**src/rtl/pupil_centroid_if.sv**
```systemverilog
// Pixel-stream bundle between the grayscale stage, the centroid block and the display path.
// Signal names follow the camera pipeline's existing i*/o* naming.
interface pupil_centroid_if;
   logic        iDVAL;
   logic [9:0]  iDATA;
   logic [12:0] iH_Cont;
   logic [12:0] iV_Cont;
   logic [9:0]  iThresh;
   logic        iMaskEn;
   logic        oDVAL;
   logic [9:0]  oDATA;
   logic [12:0] oX;
   logic [12:0] oY;
   logic        oFound;
   logic        oValid;
   logic        oBusy;

   modport master (
      output iDVAL, iDATA, iH_Cont, iV_Cont, iThresh, iMaskEn,
      input  oDVAL, oDATA, oX, oY, oFound, oValid, oBusy
   );

   modport slave (
      input  iDVAL, iDATA, iH_Cont, iV_Cont, iThresh, iMaskEn,
      output oDVAL, oDATA, oX, oY, oFound, oValid, oBusy
   );
endinterface

```
**src/rtl/pupil_centroid.sv**
```systemverilog
// Dark-pixel centroid of a fixed ROI, one result per frame, plus a 1-cycle binarized/passthrough
// display stream.
//
// state | meaning
// IDLE  | accumulating, waiting for a frame boundary
// DIV_X | restoring divide sumX / cnt, one quotient bit per cycle
// DIV_Y | restoring divide sumY / cnt, one quotient bit per cycle
// DONE  | publish result, pulse oValid
module pupil_centroid #(
   parameter int ROI_X0  = 0,
   parameter int ROI_X1  = 1279,
   parameter int ROI_Y0  = 0,
   parameter int ROI_Y1  = 959,
   parameter int MIN_PIX = 64
) (
   input logic             iCLK,
   input logic             iRST,
   pupil_centroid_if.slave pix
);

   typedef enum logic [1:0] {IDLE, DIV_X, DIV_Y, DONE} state_t;

   // Offset compare keeps the ROI test free of constant-true comparisons when ROI_X0/ROI_Y0 are 0.
   localparam logic [12:0] X0      = 13'(ROI_X0);
   localparam logic [12:0] XW      = 13'(ROI_X1 - ROI_X0);
   localparam logic [12:0] Y0      = 13'(ROI_Y0);
   localparam logic [12:0] YW      = 13'(ROI_Y1 - ROI_Y0);
   localparam logic [23:0] MIN_CNT = 24'(MIN_PIX);
   localparam logic [5:0]  LAST_IT = 6'd35;

   state_t      state_q;
   logic [12:0] prev_v_q;
   logic [35:0] sum_x_q, sum_x_d, sum_y_q, sum_y_d;
   logic [23:0] cnt_q, cnt_d;
   logic [35:0] snap_y_q;
   logic [23:0] div_q;
   logic        found_q;
   logic [35:0] quo_q, quo_d, qx_q;
   logic [23:0] rem_q, rem_d;
   logic [24:0] rem_sh;
   logic [5:0]  it_q;
   logic        ge;
   logic        in_roi, dark, boundary;

   logic        dval_q, found_o_q, valid_q, busy_q;
   logic [9:0]  data_q;
   logic [12:0] x_q, y_q;

   function automatic logic [12:0] sat13(input logic [35:0] q);
      return (|q[35:13]) ? 13'h1FFF : q[12:0];
   endfunction

   assign in_roi   = (13'(pix.iH_Cont - X0) <= XW) && (13'(pix.iV_Cont - Y0) <= YW);
   assign dark     = pix.iDVAL && (pix.iDATA < pix.iThresh) && in_roi;
   assign boundary = pix.iDVAL && (pix.iV_Cont < prev_v_q);

   // The boundary pixel opens the new frame, so it restarts the sums with its own contribution.
   always_comb begin
      sum_x_d = boundary ? '0 : sum_x_q;
      sum_y_d = boundary ? '0 : sum_y_q;
      cnt_d   = boundary ? '0 : cnt_q;
      if (dark) begin
         sum_x_d = sum_x_d + 36'(pix.iH_Cont);
         sum_y_d = sum_y_d + 36'(pix.iV_Cont);
         cnt_d   = cnt_d + 24'd1;
      end
   end

   always_comb begin
      rem_sh = {rem_q, quo_q[35]};
      ge     = rem_sh >= {1'b0, div_q};
      rem_d  = ge ? 24'(rem_sh - {1'b0, div_q}) : rem_sh[23:0];
      quo_d  = {quo_q[34:0], ge};
   end

   always_ff @(posedge iCLK or negedge iRST) begin
      if (!iRST) begin
         dval_q   <= 1'b0;
         data_q   <= '0;
         prev_v_q <= '0;
         sum_x_q  <= '0;
         sum_y_q  <= '0;
         cnt_q    <= '0;
      end else begin
         dval_q  <= pix.iDVAL;
         data_q  <= pix.iMaskEn ? (dark ? 10'd0 : 10'h3FF) : pix.iDATA;
         sum_x_q <= sum_x_d;
         sum_y_q <= sum_y_d;
         cnt_q   <= cnt_d;
         if (pix.iDVAL) prev_v_q <= pix.iV_Cont;
      end
   end

   // Snapshot/divisor only load from IDLE, so a boundary during a division cannot disturb it.
   always_ff @(posedge iCLK or negedge iRST) begin
      if (!iRST) begin
         state_q   <= IDLE;
         snap_y_q  <= '0;
         div_q     <= '0;
         found_q   <= 1'b0;
         quo_q     <= '0;
         qx_q      <= '0;
         rem_q     <= '0;
         it_q      <= '0;
         x_q       <= '0;
         y_q       <= '0;
         found_o_q <= 1'b0;
         valid_q   <= 1'b0;
         busy_q    <= 1'b0;
      end else begin
         valid_q <= 1'b0;
         case (state_q)
            IDLE: begin
               if (boundary) begin
                  snap_y_q <= sum_y_q;
                  div_q    <= cnt_q;
                  found_q  <= (cnt_q >= MIN_CNT);
                  quo_q    <= sum_x_q;
                  rem_q    <= '0;
                  it_q     <= LAST_IT;
                  busy_q   <= 1'b1;
                  state_q  <= (cnt_q >= MIN_CNT) ? DIV_X : DONE;
               end
            end
            DIV_X: begin
               if (it_q == 6'd0) begin
                  qx_q    <= quo_d;
                  quo_q   <= snap_y_q;
                  rem_q   <= '0;
                  it_q    <= LAST_IT;
                  state_q <= DIV_Y;
               end else begin
                  quo_q <= quo_d;
                  rem_q <= rem_d;
                  it_q  <= it_q - 6'd1;
               end
            end
            DIV_Y: begin
               quo_q <= quo_d;
               rem_q <= rem_d;
               if (it_q == 6'd0) state_q <= DONE;
               else              it_q    <= it_q - 6'd1;
            end
            DONE: begin
               valid_q   <= 1'b1;
               found_o_q <= found_q;
               if (found_q) begin
                  x_q <= sat13(qx_q);
                  y_q <= sat13(quo_q);
               end
               busy_q  <= 1'b0;
               state_q <= IDLE;
            end
            default: state_q <= IDLE;
         endcase
      end
   end

   assign pix.oDVAL  = dval_q;
   assign pix.oDATA  = data_q;
   assign pix.oX     = x_q;
   assign pix.oY     = y_q;
   assign pix.oFound = found_o_q;
   assign pix.oValid = valid_q;
   assign pix.oBusy  = busy_q;

endmodule

```
**src/flat_wrapper.sv**
```systemverilog
// flat-port wrapper written by rule: the top's interface ports become plain ports
module pupil_centroid_flat 
#(
   parameter int ROI_X0  = 0,
   parameter int ROI_X1  = 1279,
   parameter int ROI_Y0  = 0,
   parameter int ROI_Y1  = 959,
   parameter int MIN_PIX = 64
)
  (iCLK, iRST, pix_iDVAL, pix_iDATA, pix_iH_Cont, pix_iV_Cont, pix_iThresh, pix_iMaskEn, pix_oDVAL, pix_oDATA, pix_oX, pix_oY, pix_oFound, pix_oValid, pix_oBusy);
  pupil_centroid_if pix_i ();
  input logic iCLK;
  input logic iRST;
  input wire logic [$bits(pix_i.iDVAL)-1:0] pix_iDVAL;
  input wire logic [$bits(pix_i.iDATA)-1:0] pix_iDATA;
  input wire logic [$bits(pix_i.iH_Cont)-1:0] pix_iH_Cont;
  input wire logic [$bits(pix_i.iV_Cont)-1:0] pix_iV_Cont;
  input wire logic [$bits(pix_i.iThresh)-1:0] pix_iThresh;
  input wire logic [$bits(pix_i.iMaskEn)-1:0] pix_iMaskEn;
  output wire logic [$bits(pix_i.oDVAL)-1:0] pix_oDVAL;
  output wire logic [$bits(pix_i.oDATA)-1:0] pix_oDATA;
  output wire logic [$bits(pix_i.oX)-1:0] pix_oX;
  output wire logic [$bits(pix_i.oY)-1:0] pix_oY;
  output wire logic [$bits(pix_i.oFound)-1:0] pix_oFound;
  output wire logic [$bits(pix_i.oValid)-1:0] pix_oValid;
  output wire logic [$bits(pix_i.oBusy)-1:0] pix_oBusy;
  assign pix_i.iDVAL = pix_iDVAL;
  assign pix_i.iDATA = pix_iDATA;
  assign pix_i.iH_Cont = pix_iH_Cont;
  assign pix_i.iV_Cont = pix_iV_Cont;
  assign pix_i.iThresh = pix_iThresh;
  assign pix_i.iMaskEn = pix_iMaskEn;
  assign pix_oDVAL = pix_i.oDVAL;
  assign pix_oDATA = pix_i.oDATA;
  assign pix_oX = pix_i.oX;
  assign pix_oY = pix_i.oY;
  assign pix_oFound = pix_i.oFound;
  assign pix_oValid = pix_i.oValid;
  assign pix_oBusy = pix_i.oBusy;
  pupil_centroid #(.ROI_X0(ROI_X0), .ROI_X1(ROI_X1), .ROI_Y0(ROI_Y0), .ROI_Y1(ROI_Y1), .MIN_PIX(MIN_PIX)) u_core (.iCLK(iCLK), .iRST(iRST), .pix(pix_i));
endmodule
```
**config.mk**
```make
export PLATFORM = sky130hd
export DESIGN_NAME = pupil_centroid_flat
export DESIGN_NICKNAME = d
export VERILOG_FILES = /design/src/rtl/pupil_centroid_if.sv /design/src/rtl/pupil_centroid.sv /design/src/flat_wrapper.sv
export SDC_FILE = /design/constraint.sdc
export NUM_CORES = 1
export LEC_CHECK = 0
export CAP_MARGIN = 20
export CORE_MARGIN = 8
export CORE_UTILIZATION = 45
export DETAILED_ROUTE_END_ITERATION = 7
export PLACE_DENSITY = 0.62
export SLEW_MARGIN = 10
export SYNTH_ARGS = -nofsm -noshare
export SYNTH_HDL_FRONTEND = slang
export SYNTH_SLANG_ARGS = --single-unit
```
**constraint.sdc**
```tcl
create_clock -name iCLK -period 4.8 [get_ports iCLK]
set_clock_uncertainty 0.15 [all_clocks]
set_input_delay 0.48 -clock iCLK [delete_from_list [all_inputs] [get_ports iCLK]]
set_output_delay 0.48 -clock iCLK [all_outputs]
set_load 0.005 [all_outputs]
```
==> flow_summary.yaml, run 1 <==
power:
  power-per-cell-area_nw_per_um2: 530
  power_leakage_uw: 0.00899
  irDropWorstVdd_uv: 323
  report.power.total_uw: 10600
cells_and_area:
  design.final.nets: 1988
  syn2layout_area_growth_pct: 19.4
  commonest_non_fill_non_tap_cells_in_the_layout: "sky130_fd_sc_hd__dfrtp_1, sky130_fd_sc_hd__nand2_1, sky130_fd_sc_hd__a21oi_1"
  drive_gt1_frac: 0.116
  final-seq-area_sq_um: 7860
  mostFrequentLayoutCell: "sky130_fd_sc_hd__dfrtp_1"
  fillCellCount: 3261
  num_antenna_cells: 0
  layout.cells.non_filler: 2353
  combined_area_of_the_multi_input_logic_cells_sq_um: 8220
placed_design:
  preCtsSetupSlack_ns: -0.127
  half_perimeter_wire_length_of_the_detailed_placement_result_microns: 30600
  numPlacedInstances: 2286
  gpl.final_weighted_congestion: 0.860
  port-buffer-count: 89
critical_path:
  worst_ep_required_time_ns: 5.02
  cp_cell_sequence: "clkdlybuf4s50_1 -> ha_1 -> a21o_1 -> a21o_1 -> a221o_1 -> a31o_2 -> buf_4 -> and2_1 -> ha_1 -> a21oi_1 -> nor3b_1 -> o21ai_0 -> a211oi_1 -> buf_4 -> a2111o_1 -> or3_1 -> a21oi_1"
  timing.critical_path.max_delay_family: "compound AO/OA/AOI/OAI gates"
  slowest_cp_cell: "sky130_fd_sc_hd__clkdlybuf4s50_1"
  crit_buf_inv: 3
  cp_data_arrival_time_ns: 4.67
  slowest_delay_ns: 0.44
  worst-path-stages: 17
  timing.setup.critical_path_class: "in -> reg"
  crit_path_max_fanout: 16
  worstRegToRegCells: 17
  start_kind: "primary input"
  end_kind: "flip-flop"
clock_network:
  worst_case_clock_buffer_depth: 3
  cts_htree_levels: 2
  tritoncts: "yes"
  cts.root.buffer_cell: "sky130_fd_sc_hd__clkbuf_16"
  clkLatencyLatePin_ns: 0.53
  cts.clk_slew.worst_paths_ns: 0.06
  cts.repair.resized: 0
  cts.sink_count: 314
  tritoncts.num_buffers: 36
logic_synthesis:
  synth.yosys.warnings: 0
  synth.yosys.seq_area_share: 0.471
  ys_seq_elements: 314
  area_of_the_mapped_netlist_sq_um: 16700
  synth_nets: 1863
  synth_cell_type_count: 63
  synth-edff-count: 0
  async_flop_share: 1.00
  post_synth_inst_count: 1732
  main_flop_type_after_synthesis: "sky130_fd_sc_hd__dfrtp_1"
  post_synth.cell_area_avg_sq_um: 9.63
sta:
  fmax_mhz: 225
  finalSetupViolations: 0
  setup_slack_ns: 0.350
  finalCriticalPeriod_ns: 4.45
  timing.final.crit_share: 0.927
  rsz0062_at_grt: "no"
  slew_headroom: 0.256
  hold_viol: 0
  worstMarginPinSlew_ns: 1.11
  timing.final.max_slew_violations: 0
  final_worst_hold_slack_ns: 0.324
outcome:
  violations: "DRC"
  outcome: "finished with violations"
floorplan:
  number_of_placed_i_o_pins: 90
  core_sq_um: 36500
  start_util: 0.457
  die_height_microns: 209
  die_x_microns: 209
  floorplan.die_area_sq_um: 43500
  floorplan.rows: 70
hold_path:
  whs_path_depth: 2
  hp-class: "reg -> reg"
detailed_routing:
  detail_route.drc_violations: 10
  vias_per_cell: 5.76
  num_vias: 13543
  post_drt_wl_per_cell_microns: 18.3
  dr_iter_0_viols: 1146
  ant_nets: 0
  firstDrtPassIters: 8
  detail_route.wirelength_microns: 43000
global_route:
  grt-ovfl-total: 0
  antenna_violations_before_repair: 1
  grt_usage: 0.197
  first_global_vias: 13316
  pin_count_of_the_biggest_net_entering_global_routing: 140
  first_pass_grt_wire_length_microns: 71200
run:
  max_cap_viol_count: 0
-- area by class of cell --
type,count,area share
Multi-Input combinational cell,1243,0.413
Sequential cell,314,0.394
Timing Repair Buffer,181,0.0816
Clock buffer,53,0.0530
Tap cell,468,0.0294
Inverter,81,0.0153
Clock inverter,13,0.0138
-- flip-flops by register name, indices dropped and copies added (netlist names), 10 cells and up --
| register | count |
|---|---|
| u_core.quo_q | 36 |
| u_core.qx_q | 36 |
| u_core.snap_y_q | 36 |
| u_core.sum_x_q | 36 |
| u_core.sum_y_q | 36 |
| u_core.cnt_q | 24 |
| u_core.div_q | 24 |
| u_core.rem_q | 24 |
| u_core.pix.oX | 13 |
| u_core.pix.oY | 13 |
| u_core.prev_v_q | 13 |
| u_core.pix.oDATA | 10 |
-- logic make-up after synthesis --
family / after synthesis / synth area share
xor+xnor: 57 / 0.0299
compound gates: 476 / 0.190
simple gates: 566 / 0.165
flops: 314 / 0.471
mux: 63 / 0.0416
fa+ha+maj: 81 / 0.0621
buf+inv: 175 / 0.0398
-- Yosys cell counts (5+ instances only) --
cell,instances,area (sq um)
sky130_fd_sc_hd__nor2b_1,5,31.3
sky130_fd_sc_hd__nor2_1,77,289
sky130_fd_sc_hd__xnor2_1,31,272
sky130_fd_sc_hd__and4_1,15,131
sky130_fd_sc_hd__o31ai_1,34,255
sky130_fd_sc_hd__dfrtp_1,314,7860
sky130_fd_sc_hd__o21ai_1,5,25.0
sky130_fd_sc_hd__o21ai_0,107,536
sky130_fd_sc_hd__nand3_1,43,215
sky130_fd_sc_hd__nand3b_1,5,37.5
sky130_fd_sc_hd__and3_1,20,125
sky130_fd_sc_hd__a222oi_1,25,250
sky130_fd_sc_hd__a21o_1,27,203
sky130_fd_sc_hd__nand2b_1,13,81.3
sky130_fd_sc_hd__a32oi_1,6,52.6
sky130_fd_sc_hd__or2_2,5,31.3
sky130_fd_sc_hd__or3_1,18,113
sky130_fd_sc_hd__or4_1,31,233
sky130_fd_sc_hd__a211oi_1,17,128
sky130_fd_sc_hd__clkbuf_1,86,323
sky130_fd_sc_hd__nor3_1,17,85.1
sky130_fd_sc_hd__mux2i_1,12,120
sky130_fd_sc_hd__ha_1,78,976
sky130_fd_sc_hd__xor2_1,26,228
sky130_fd_sc_hd__o21bai_1,5,37.5
sky130_fd_sc_hd__nor4_1,16,100
sky130_fd_sc_hd__inv_1,81,304
sky130_fd_sc_hd__nand2_1,247,927
sky130_fd_sc_hd__and2_1,32,200
sky130_fd_sc_hd__a221o_1,15,150
sky130_fd_sc_hd__o22a_1,26,228
sky130_fd_sc_hd__nand4_1,16,100
sky130_fd_sc_hd__o21a_1,24,180
sky130_fd_sc_hd__a31oi_1,9,56.3
sky130_fd_sc_hd__o211ai_1,8,60.1
sky130_fd_sc_hd__a2111oi_0,9,78.8
sky130_fd_sc_hd__mux2_2,51,574
sky130_fd_sc_hd__a21oi_1,124,621
-- tightest hold or removal path, stage by stage (launching register included) --
cell and delay, ns:
sky130_fd_sc_hd__dfrtp_1 0.34, sky130_fd_sc_hd__nand2_1 0.05, sky130_fd_sc_hd__nand2_1 0.05
-- final timing paths --
path	start	to	slack [ns]
worst max-delay path	pix_iV_Cont[10]	u_core.sum_x_q[25]$_DFF_PN0_	0.35
worst min-delay path	u_core.qx_q[25]$_DFFE_PN0P_	u_core.qx_q[25]$_DFFE_PN0P_	0.32
worst max register to register	u_core.prev_v_q[7]$_DFFE_PN0P_	u_core.sum_x_q[25]$_DFF_PN0_	0.40
worst min register to register	u_core.qx_q[25]$_DFFE_PN0P_	u_core.qx_q[25]$_DFFE_PN0P_	0.32
max in group asynchronous	iRST	u_core.sum_x_q[30]$_DFF_PN0_	2.98
min in group asynchronous	iRST	u_core.rem_q[9]$_DFFE_PN0P_	0.35
-- what timing repair did --
action / in CTS / in global routing
setup buffers: 0 / 0
hold buffers: 1 / 0
hold endpoints to repair: 59 / 0
-- power by group --
part,switching [uW],internal (uW)
registers,448,3180
logic,2240,1640
clock network,1090,1960
total,3780,6780
-- routing by layer --
metal,vias up,GRT usage,share of wire
li1,6568,-,-
met1,6612,0.289,0.50
met2,314,0.297,0.43
met3,49,0.0344,0.052
met4,0,0.0486,0.017
met5,-,0,0
-- per-stage QoR --
step	cell area (sq um)	util	TNS, ns
after CTS	19900	0.546	0
after floorplan	16700	-	0
after detailed placement	18600	0.509	-2.41
after global placement	18600	0.509	-0.256
after global routing	19900	0.546	0
final	19900	0.546	0
No activity file was read; power rests on OpenSTA's default activity.
==> inputs of run 2 (changes only) <==
Settings changed: CORE_UTILIZATION 45 to 60, PLACE_DENSITY 0.62 to 0.79.
==> flow_summary.yaml, run 2 (synthesized netlist as in run 1, its figures left out) <==
outcome:
  outcome: "finished with violations"
  violations: "DRC"
detailed_routing:
  num_vias: 13898
  post_drt_wl_per_cell_microns: 18.8
  detail_route.drc_violations: 12
  firstDrtPassIters: 8
  ant_nets: 0
  vias_per_cell: 6.24
  dr_iter_0_viols: 1636
  detail_route.wirelength_microns: 41900
sta:
  finalSetupViolations: 0
  fmax_mhz: 224
  setup_tns_ns: 0
  hold_viol: 0
  slew_headroom: 0.261
  finalCriticalPeriod_ns: 4.46
  timing.final.max_slew_violations: 0
  worstMarginPinSlew_ns: 1.11
  rsz0062_at_grt: "no"
  timing.final.crit_share: 0.929
critical_path:
  start_kind: "primary input"
  regToRegSetupSlack_ns: 0.40
  r2r_start: "u_core.prev_v_q[6]$_DFFE_PN0P_"
  timing.setup.critical_path_class: "in -> reg"
  rr_endpoint: "u_core.sum_y_q[22]$_DFF_PN0_"
  end_kind: "flip-flop"
  crit_path_max_fanout: 29
  worstRegToRegCells: 17
  worst_ep_required_time_ns: 5.07
  cp_data_arrival_time_ns: 4.73
cells_and_area:
  design.final.nets: 1954
  final_core_util: 0.706
  drive_gt1_frac: 0.103
  num_antenna_cells: 0
  fillCellCount: 2004
  commonest_non_fill_non_tap_cells_in_the_layout: "sky130_fd_sc_hd__dfrtp_1, sky130_fd_sc_hd__nand2_1, sky130_fd_sc_hd__a21oi_1"
  syn2layout_area_growth_pct: 16.6
  mostFrequentLayoutCell: "sky130_fd_sc_hd__dfrtp_1"
floorplan:
  die_x_microns: 183
  floorplan.die_area_sq_um: 33400
  floorplan.rows: 61
  start_util: 0.606
  number_of_placed_i_o_pins: 90
  core_sq_um: 27600
  die_height_microns: 183
power:
  irDropWorstVdd_uv: 322
  power_leakage_uw: 0.00878
  power-per-cell-area_nw_per_um2: 527
clock_network:
  clkLatencyLatePin_ns: 0.52
  tritoncts: "yes"
  cts.clk_slew.worst_paths_ns: 0.06
  cts.root.buffer_cell: "sky130_fd_sc_hd__clkbuf_16"
  worst_case_clock_buffer_depth: 3
  cts_htree_levels: 2
  tritoncts.num_buffers: 35
  cts.sink_count: 314
placed_design:
  port-buffer-count: 89
  half_perimeter_wire_length_of_the_detailed_placement_result_microns: 29400
  gpl.final_weighted_congestion: 0.899
hold_path:
  hp-class: "reg -> reg"
  whs_path_depth: 2
  startpoint_of_the_tightest_hold_check_path: "u_core.qx_q[27]$_DFFE_PN0P_"
  hold-path-endpoint: "u_core.qx_q[27]$_DFFE_PN0P_"
global_route:
  grt-ovfl-total: 0
  antenna_violations_before_repair: 0
  first_pass_grt_wire_length_microns: 69100
  grt_usage: 0.252
  first_global_vias: 13252
  pin_count_of_the_biggest_net_entering_global_routing: 114
run:
  max_cap_viol_count: 0
## run 2: layer usage
metal	global-route usage	part of all wire	vias to the layer above
met5	0	0	-
met4	0.0640	0.021	0
met3	0.0380	0.079	53
met2	0.383	0.45	547
met1	0.373	0.45	6815
li1	-	-	6483
## run 2: critical path: stages
cell and delay, ns:
sky130_fd_sc_hd__clkdlybuf4s50_1 0.45, sky130_fd_sc_hd__ha_1 0.32, sky130_fd_sc_hd__and3_1 0.20, sky130_fd_sc_hd__a221oi_1 0.26, sky130_fd_sc_hd__o21ai_0 0.16, sky130_fd_sc_hd__a31o_2 0.31, sky130_fd_sc_hd__buf_12 0.17, sky130_fd_sc_hd__and2_1 0.18
sky130_fd_sc_hd__ha_1 0.31, sky130_fd_sc_hd__a21oi_1 0.08, sky130_fd_sc_hd__nor3b_1 0.16, sky130_fd_sc_hd__a211oi_1 0.42, sky130_fd_sc_hd__o31ai_1 0.18, sky130_fd_sc_hd__o2bb2ai_1 0.20, sky130_fd_sc_hd__buf_12 0.17, sky130_fd_sc_hd__or4_1 0.50
sky130_fd_sc_hd__a21oi_1 0.18
## run 2: layout make-up
| cell class | count | area, sq um | share of cell area |
|---|---|---|---|
| Multi-Input combinational cell | 1243 | 8220 | 0.423 |
| Sequential cell | 314 | 7860 | 0.404 |
| Timing Repair Buffer | 148 | 1390 | 0.0715 |
| Inverter | 81 | 304 | 0.0156 |
| Tap cell | 378 | 473 | 0.0243 |
| Clock inverter | 25 | 292 | 0.0150 |
| Clock buffer | 39 | 911 | 0.0468 |
## run 2: power by group
group          internal, uW  switching (uW)  leakage, uW
combinational          1600            2250      0.00409
clock                  1660            1110     0.000590
sequential             3180             440      0.00411
total                  6440            3800      0.00878
## run 2: what timing repair did
action / in CTS / in global routing
gates resized for setup: 0 / 0
hold buffers: 1 / 0
hold endpoints to repair: 109 / 0
setup buffers: 0 / 0
## run 2: worst max path at each step
stage	startpoint	depth (start not counted)	slack, ns	to
final	pix_iV_Cont[7]	17	0.34	u_core.sum_y_q[22]$_DFF_PN0_
after global routing	pix_iV_Cont[7]	17	0.03	u_core.sum_x_q[27]$_DFF_PN0_
after CTS	pix_iV_Cont[10]	17	0.42	u_core.sum_y_q[22]$_DFF_PN0_
after detailed placement	pix_iV_Cont[10]	17	-0.05	u_core.sum_y_q[22]$_DFF_PN0_
after global placement	pix_iV_Cont[10]	17	0.07	u_core.sum_y_q[28]$_DFF_PN0_
after floorplan	pix_iV_Cont[10]	18	0.34	u_core.sum_y_q[13]$_DFF_PN0_
## run 2: through the flow
stage / setup slack, ns / hold WS (ns) / total power (uW) / std cells / cell area (sq um)
CTS: 0.418 / 0.329 / 10200 / 2228 / 19400
finish: 0.342 / 0.326 / 10200 / 2228 / 19400
global placement: 0.0676 / 0.309 / 7300 / 2163 / 18200
global route: 0.0263 / 0.349 / 10900 / 2228 / 19400
detailed placement: -0.0483 / 0.314 / 7440 / 2163 / 18200
floorplan: 0.343 / 0.0344 / 6240 / 1732 / 16700
==> inputs of run 3 (changes only) <==
Settings changed: CORE_MARGIN 8 to 5, PLACE_DENSITY 0.79 to 0.83.
==> flow_summary.yaml, run 3 (synthesized netlist as in run 1, its figures left out) <==
placed_design:
  preCtsSetupSlack_ns: -0.150
  gpl.final_weighted_congestion: 0.922
  half_perimeter_wire_length_of_the_detailed_placement_result_microns: 29400
  port-buffer-count: 89
floorplan:
  floorplan.rows: 61
  die_height_microns: 177
  number_of_placed_i_o_pins: 90
  core_sq_um: 27600
  die_x_microns: 177
  floorplan.die_area_sq_um: 31200
  start_util: 0.604
outcome:
  outcome: "finished with violations"
  violations: "DRC"
sta:
  worstMarginPinSlew_ns: 1.09
  setup_slack_ns: 0.323
  fmax_mhz: 223
  finalCriticalPeriod_ns: 4.48
  final_worst_hold_slack_ns: 0.327
  finalSetupViolations: 0
  rsz0062_at_grt: "no"
  slew_headroom: 0.273
  hold_viol: 0
  timing.final.max_slew_violations: 0
  timing.final.crit_share: 0.933
cells_and_area:
  num_antenna_cells: 0
  drive_gt1_frac: 0.0937
  commonest_non_fill_non_tap_cells_in_the_layout: "sky130_fd_sc_hd__dfrtp_1, sky130_fd_sc_hd__nand2_1, sky130_fd_sc_hd__a21oi_1"
  fillCellCount: 2038
  syn2layout_area_growth_pct: 15.7
  design.final.nets: 1945
  mostFrequentLayoutCell: "sky130_fd_sc_hd__dfrtp_1"
clock_network:
  cts.root.buffer_cell: "sky130_fd_sc_hd__clkbuf_16"
  cts.sink_count: 314
  cts_htree_levels: 1
  tritoncts: "yes"
  clkLatencyLatePin_ns: 0.56
  tritoncts.num_buffers: 31
  cts.clk_slew.worst_paths_ns: 0.07
  worst_case_clock_buffer_depth: 3
critical_path:
  timing.setup.critical_path_class: "in -> reg"
  worst_ep_required_time_ns: 5.05
  r2r_start: "u_core.prev_v_q[6]$_DFFE_PN0P_"
  cp_data_arrival_time_ns: 4.73
  worstRegToRegCells: 17
  start_kind: "primary input"
  rr_endpoint: "u_core.sum_x_q[25]$_DFF_PN0_"
  regToRegSetupSlack_ns: 0.32
  crit_path_max_fanout: 23
  end_kind: "flip-flop"
hold_path:
  startpoint_of_the_tightest_hold_check_path: "u_core.qx_q[33]$_DFFE_PN0P_"
  hold-path-endpoint: "u_core.qx_q[33]$_DFFE_PN0P_"
  hp-class: "reg -> reg"
  whs_path_depth: 2
detailed_routing:
  detail_route.drc_violations: 19
  ant_nets: 0
  post_drt_wl_per_cell_microns: 19.1
  detail_route.wirelength_microns: 42400
  dr_iter_0_viols: 1738
  num_vias: 14013
  firstDrtPassIters: 8
  vias_per_cell: 6.33
global_route:
  antenna_violations_before_repair: 1
  pin_count_of_the_biggest_net_entering_global_routing: 123
  grtUsageMet2: 0.426
  groute.layer.met3.usage: 0.0464
  gr-usage-met1: 0.399
  grt-ovfl-total: 0
  first_pass_grt_wire_length_microns: 70100
  grt_usage: 0.270
  first_global_vias: 13580
  busiest_layer: "met2"
power:
  power-per-cell-area_nw_per_um2: 524
  power_leakage_uw: 0.00870
  report.power.total_uw: 10100
  irDropWorstVdd_uv: 359
run:
  max_cap_viol_count: 0
## run 3: cell count changes in the layout (fill, tap and decap cells not counted), sizes merged
cell      change
clkbuf        +9
clkinv        -9
buf           -5
inv           -4
clkinvlp      -3
bufinv        -2
## run 3: metal layers
metal / up-vias / part of all wire
met5: - / 0.00028
li1: 6455 / -
met1: 6876 / 0.43
met2: 611 / 0.46
met4: 2 / 0.016
met3: 69 / 0.088
## run 3: worst max-delay path by stage
stage,startpoint,endpoint,slack [ns]
3_5_place_dp,pix_iV_Cont[6],u_core.sum_x_q[25]$_DFF_PN0_,-0.15
5_1_grt,u_core.prev_v_q[6]$_DFFE_PN0P_,u_core.sum_x_q[33]$_DFF_PN0_,0.07
2_1_floorplan,pix_iV_Cont[10],u_core.sum_y_q[13]$_DFF_PN0_,0.34
3_3_place_gp,pix_iV_Cont[10],u_core.sum_x_q[27]$_DFF_PN0_,0.05
6_report,pix_iV_Cont[6],u_core.sum_x_q[25]$_DFF_PN0_,0.32
4_1_cts,u_core.prev_v_q[6]$_DFFE_PN0P_,u_core.sum_x_q[25]$_DFF_PN0_,0.38
## run 3: cell type report
class | count | area [sq um] | area share
clock buffers | 48 | 950 | 0.0492
inverters | 81 | 304 | 0.0158
multi-input cells | 1243 | 8220 | 0.426
clock inverters | 7 | 118 | 0.00610
flip-flops and latches | 314 | 7860 | 0.407
well taps | 378 | 473 | 0.0245
repair buffers | 143 | 1370 | 0.0712
## run 3: what timing repair did
| action | 4_1_cts | 5_1_grt |
|---|---|---|
| hold buffers | 1 | 0 |
| resized for setup | 0 | 0 |
| buffers inserted | 0 | 0 |
| hold endpoints to repair | 120 | 0 |
## run 3: worst max-delay path, cell delays in order
cell and delay, ns:
sky130_fd_sc_hd__clkdlybuf4s50_1 0.43, sky130_fd_sc_hd__ha_1 0.32, sky130_fd_sc_hd__a21o_1 0.19, sky130_fd_sc_hd__a221oi_1 0.30
sky130_fd_sc_hd__o21ai_0 0.18, sky130_fd_sc_hd__a31o_2 0.31, sky130_fd_sc_hd__buf_4 0.21, sky130_fd_sc_hd__and2_1 0.21
sky130_fd_sc_hd__ha_1 0.33, sky130_fd_sc_hd__a21oi_1 0.25, sky130_fd_sc_hd__nor3b_1 0.37, sky130_fd_sc_hd__o21ai_0 0.21
sky130_fd_sc_hd__a211oi_1 0.28, sky130_fd_sc_hd__buf_4 0.18, sky130_fd_sc_hd__a2111o_1 0.28, sky130_fd_sc_hd__or3_1 0.16
sky130_fd_sc_hd__a21oi_1 0.07
## run 3: metrics by stage
step,utilization,TNS (ns),cell area [sq um],cells
6_report,0.698,0,19300,2214
5_1_grt,0.698,0,19300,2214
4_1_cts,0.697,0,19300,2213
3_5_place_dp,0.658,-2.24,18200,2157
3_3_place_gp,0.658,0,18200,2157
2_1_floorplan,-,0,16700,1732
## run 3: report_power, final
| part | switching, uW | total, uW | internal (uW) |
|---|---|---|---|
| sequential | 441 | 3620 | 3180 |
| combinational | 2320 | 3950 | 1630 |
| clock | 1020 | 2530 | 1510 |
